### config.mk
export PLATFORM = sky130hd
export DESIGN_NAME = pulse_stretch
export DESIGN_NICKNAME = d
export VERILOG_FILES = /design/src/rtl/pulse_pkg.sv /design/src/rtl/pulse_stretch_cycle_timer.sv /design/src/rtl/pulse_stretch.sv
export SDC_FILE = /design/constraint.sdc
export NUM_CORES = 1
export LEC_CHECK = 0
export CORE_MARGIN = 1.5
export CORE_UTILIZATION = 61
export CTS_CLUSTER_SIZE = 14
export DETAILED_ROUTE_END_ITERATION = 12
export PLACE_DENSITY_LB_ADDON = 0.08
export SYNTH_ARGS = -nofsm -noshare
export SYNTH_HDL_FRONTEND = slang
export SYNTH_SLANG_ARGS = --single-unit
export TNS_END_PERCENT = 5
### constraint.sdc
create_clock -name clk -period 3.8 [get_ports clk]
set_clock_uncertainty 0.05 [all_clocks]
set_input_delay 0.76 -clock clk [delete_from_list [all_inputs] [get_ports clk]]
set_output_delay 0.76 -clock clk [all_outputs]
set_load 0.01 [all_outputs]
### src/rtl/pulse_pkg.sv
// pulse_pkg: shared FSM state encoding and default timing constants for pulse_stretch.
package pulse_pkg;
    typedef enum logic [1:0] {IDLE, HIGH, GAP} state_t;
    localparam int DEF_HIGH_CYCLES = 50;
    localparam int DEF_GAP_CYCLES = 10;
    localparam int DEF_QUEUE_DEPTH = 3;
    localparam int DEF_CNT_W = 16;
endpackage

### src/rtl/pulse_stretch_cycle_timer.sv
// cycle_timer: loadable down-counter that holds at zero and flags when it gets there.
module cycle_timer #(
    parameter int W = 16
) (
    input  logic         clk,
    input  logic         reset_n,
    input  logic         load,
    input  logic [W-1:0] value,
    output logic         zero
);
    logic [W-1:0] cnt;

    always_ff @(posedge clk or negedge reset_n)
        if (!reset_n) cnt <= '0;
        else if (load) cnt <= value;
        else if (cnt != '0) cnt <= cnt - 1'b1;

    assign zero = cnt == '0;
endmodule

### src/rtl/pulse_stretch.sv
// pulse_stretch: stretches a one-cycle blip into an exact HIGH/GAP pulse.
// Define PULSE_QUEUE_EN to hold busy triggers in a saturating pending count instead of dropping them.
module pulse_stretch
    import pulse_pkg::*;
#(
    parameter int HIGH_CYCLES = DEF_HIGH_CYCLES,
    parameter int GAP_CYCLES  = DEF_GAP_CYCLES,
    parameter int CNT_W       = DEF_CNT_W,
    parameter int QUEUE_DEPTH = DEF_QUEUE_DEPTH
) (
    input  logic clk,
    input  logic reset_n,
    input  logic blip,
    output logic out,
    output logic busy,
    output logic dropped
);
    localparam logic [CNT_W-1:0] HIGH_VAL = CNT_W'(HIGH_CYCLES - 1);
    localparam logic [CNT_W-1:0] GAP_VAL = CNT_W'(GAP_CYCLES > 0 ? GAP_CYCLES - 1 : 0);

    state_t state, next;
    logic load, zero, pend, full;
    logic [CNT_W-1:0] load_val;

    cycle_timer #(.W(CNT_W)) u_timer (
        .clk(clk),
        .reset_n(reset_n),
        .load(load),
        .value(load_val),
        .zero(zero)
    );

    assign busy = state != IDLE;

    // pend: another pulse should follow immediately when the current segment ends
    always_comb begin
        next = state;
        load = 1'b0;
        load_val = HIGH_VAL;
        case (state)
            IDLE: if (blip) begin
                next = HIGH;
                load = 1'b1;
            end
            HIGH: if (zero) begin
                next = GAP_CYCLES > 0 ? GAP : (pend ? HIGH : IDLE);
                load = GAP_CYCLES > 0 || pend;
                load_val = GAP_CYCLES > 0 ? GAP_VAL : HIGH_VAL;
            end
            GAP: if (zero) begin
                next = pend ? HIGH : IDLE;
                load = pend;
            end
            default: next = IDLE;
        endcase
    end

    always_ff @(posedge clk or negedge reset_n)
        if (!reset_n) begin
            state <= IDLE;
            out <= 1'b0;
            dropped <= 1'b0;
        end else begin
            state <= next;
            out <= next == HIGH;
            dropped <= blip && busy && full;
        end

`ifdef PULSE_QUEUE_EN
    localparam int QW = $clog2(QUEUE_DEPTH + 1);
    logic [QW-1:0] count;
    logic inc, take;
    assign full = count == QW'(QUEUE_DEPTH);
    // a blip in the last busy cycle is queued and served in the same edge
    assign pend = count != '0 || blip;
    assign inc = blip && busy && !full;
    assign take = busy && load && next == HIGH;

    always_ff @(posedge clk or negedge reset_n)
        if (!reset_n) count <= '0;
        else count <= count + QW'(inc) - QW'(take);
`else
    assign full = 1'b1;
    assign pend = 1'b0;
`endif
endmodule

==> key figures <==
Finish
  • Ant diodes: 0
  • Register area: 500.5 µm²
  • P&R area growth vs syn: 8.726%
  • Filler cell count: 140
  • Nets: 120
  • Layout cells sized above 1: 16.67%
  • Cell area after layout: between 1000 and 1500 µm²
  • Multi-input combinational cell area: 540.5 µm²

Clock tree
  • Cts repair resizes: 0
  • Clock latency on the worst-skew pair: 0.31 ns
  • Num CTS Buffers: 3
  • Setup bufs post-CTS: 0
  • # clock sinks: 20
  • CTS tree: yes
  • Hold-fix buffer count after cts: 0
  • Reg clk slew, reported paths: roughly 0.11 ns
  • Root Buffer: clkbuf_4
  • H-tree depth: 1
  • Clk buf depth: 2

Setup path
  • Kind of critical path: flop to primary output
  • R2R depth: 6
  • Max Fanout on Critical Path: 3
  • R2r endpoint: u_timer.cnt[10]$_DFFE_PN0P_
  • WP buf/inv: 2
  • CP startpoint kind: flop
  • Largest delay share family, worst path: buffers and inverters
  • Worst EP arrival: 1.45 ns
  • Crit-path slowest cell: clkdlybuf4s50_1
  • R2R Setup Slk: roughly 1.6 ns
  • Ordered cell list for the critical path: nor2_1 > inv_1 > clkdlybuf4s50_1
  • Worst R2R Start: u_timer.cnt[0]$_DFFE_PN0P_
  • Req. time, crit path: 2.99 ns
  • Worst Setup SP: state[1]$_DFF_PN0_
  • Endpoint class of the critical path: primary output
  • Largest stage delay, worst path: 0.47 ns

STA
  • Max-slew violations: 0
  • Final setup violation count: 0
  • F_max: roughly 440 MHz
  • Tmin final: 2.256 ns
  • Sum Neg Setup Slack: 0 ns
  • Fin worst setup slack: 1.544 ns
  • RSZ-0062 raised after global routing: false
  • Slew HR: 41.84%
  • Least-Margin Pin Slew: 0.8697 ns
  • Hold Vio Cnt, Final: 0
  • Final Cycle Share: around 59%

Yosys
  • Post-synth EDFFs: 0
  • Syn Nets: 112
  • Synthesis warning total: 0
  • Cells after synthesis: 107
  • Area share of the largest cell type after synthesis: between 40 and 50%
  • Post-synth cell types: 38
  • Synth cell count leaders: 20 x dfrtp_1, 11 x a21oi_1, 8 x nand2_1, 8 x o31ai_1, 6 x or4_1
  • Top_reg_cell synth: dfrtp_1
  • Post-synth ARST share: 100.0%
  • Largest cells by area after synthesis: dfrtp_1 46%, o31ai_1 5.5%, a21oi_1 5.1%
  • Post-synth top area cell: dfrtp_1
  • Sequential element share of the synthesized area: 45.92%
  • Cell Area, Synth: 1090 µm²
  • Mean area per synthesized cell: 10.19 µm²
  • Top-count cell post-synth: dfrtp_1
  • Synth Register Bits: 20

Power
  • PwrDens: 293.2 nW/µm²
  • P_leak: 0.5316 nW
  • VDD IR max: 0.2369 mV

Floorplanning
  • IO Pins: 6
  • Die area: 2049 µm²
  • DIE HEIGHT: 45.27 µm
  • CORE AREA: about 1700 µm²
  • Initial Utilization: between 60% and 70%
  • Row cnt: 15
  • Die W: 45.27 µm

Route
  • DRC errors left: 0
  • DR top layer: met4
  • DRT Wirelength: slightly below 2000 µm
  • Vias/cell: just under 6
  • Vias: ~810
  • DR iter-0 viols: 13
  • Antenna Violating Nets Remaining: 0
  • First-pass DRT Iterations: 4
  • Met1 WL: around 920 µm
  • Routed len/inst: 14.01 µm
  • Met3 wire length: roughly 43 µm
  • WL met2: 945 µm

Placement
  • HPWL Detailed: 1396 µm
  • Port bufs: 5
  • Place WS: about 1.6 ns
  • Placer Congestion: 0.7563
  • DP Area: 1149 µm²

Hold path
  • Hold path start: u_timer.cnt[5]$_DFFE_PN0P_
  • Worst Hold Class: flop to flop
  • Worst Hold Path Cells: 2
  • Hold worst-path end: u_timer.cnt[5]$_DFFE_PN0P_

Outcome
  • Status: completed

Global route
  • Initial antenna violation count: 0
  • Global route overflow: 0
  • Largest net degree at the start of global routing: 21
  • Number of global-route vias before repair: ~740
  • Global-route wire length before repair: 3236 µm
  • Global Route Usage Sum: 22.37%

Run
  • Max Cap Viol: 0
how the worst max path moves through the flow:
stage | end | slack [ns] | cells after the start
after global routing | busy | 1.45 | 3
after floorplan | u_timer.cnt[10]$_DFFE_PN0P_ | 1.76 | 7
after global placement | u_timer.cnt[10]$_DFFE_PN0P_ | 1.71 | 6
after detailed placement | u_timer.cnt[10]$_DFFE_PN0P_ | 1.64 | 6
after CTS | busy | 1.52 | 3
final | busy | 1.54 | 3
layout make-up:
type	instances	share of cell area, %
Clock buffer	4	3.062
Inverter	3	0.9504
Multi-Input combinational cell	80	45.62
Sequential cell	20	42.24
Tap cell	25	2.640
Timing Repair Buffer	7	5.491
cells by family (layout without fill, tap and decap cells):
| family | after synthesis | after routing | share of synthesized area (%) |
|---|---|---|---|
| compound gates | 29 | 29 | 17.11 |
| xor+xnor | 1 | 1 | 0.8038 |
| fa+ha+maj | 2 | 2 | 2.296 |
| buf+inv | 7 | 14 | 4.478 |
| flops | 20 | 20 | 45.92 |
| simple gates | 48 | 48 | 29.39 |
metrics by stage:
step / std cells / hold slack [ns] / total power [mW] / util (%)
after floorplan: 107 / 0.4144 / 0.2183 / -
after global placement: 135 / 0.4628 / 0.2255 / 67.25
after detailed placement: 135 / 0.4798 / 0.2257 / 67.25
after CTS: 139 / 0.5055 / 0.3516 / 69.38
after global routing: 139 / 0.5394 / 0.3620 / 69.38
final: 139 / 0.5139 / 0.3474 / 69.38
tightest hold or removal path, cell delays in order (launching register included):
cell and delay (ns):
dfrtp_1 0.39, nand2_1 0.06, o211ai_1 0.08
metal layers:
metal  global-route usage, %  vias up
li1                        -      417
met1                   29.26      375
met2                   36.00       11
met3                   3.600        5
met4                   10.59        0
met5                       0        -
sequential cells by signal, summed over array words and instances (netlist names):
name and flops:
out 1, state 2, dropped 1, u_timer.cnt 16
power by group:
group / total [mW] / switching (mW) / internal [mW]
registers: 0.213 / 0.000120 / 0.213
clock network: 0.126 / 0.0677 / 0.0586
logic: 0.00768 / 0.00472 / 0.00296
cells in the final DEF, fill, tap and decap left out, types with 2 or more instances in the layout:
cell type | netlist | final
nor4_1 | 2 | 2
clkdlybuf4s50_1 | 0 | 5
nor2_1 | 4 | 4
ha_1 | 2 | 2
or3_1 | 3 | 3
o21ai_0 | 3 | 3
buf_4 | 0 | 2
a21oi_1 | 11 | 11
nand2_1 | 8 | 8
nand3b_1 | 2 | 2
o31ai_1 | 8 | 8
nand2b_1 | 4 | 4
dfrtp_1 | 20 | 20
nand3_1 | 2 | 2
clkbuf_4 | 0 | 3
or2_2 | 4 | 4
or4_1 | 6 | 6
inv_1 | 3 | 3
Power figures use the tool's default switching activity.
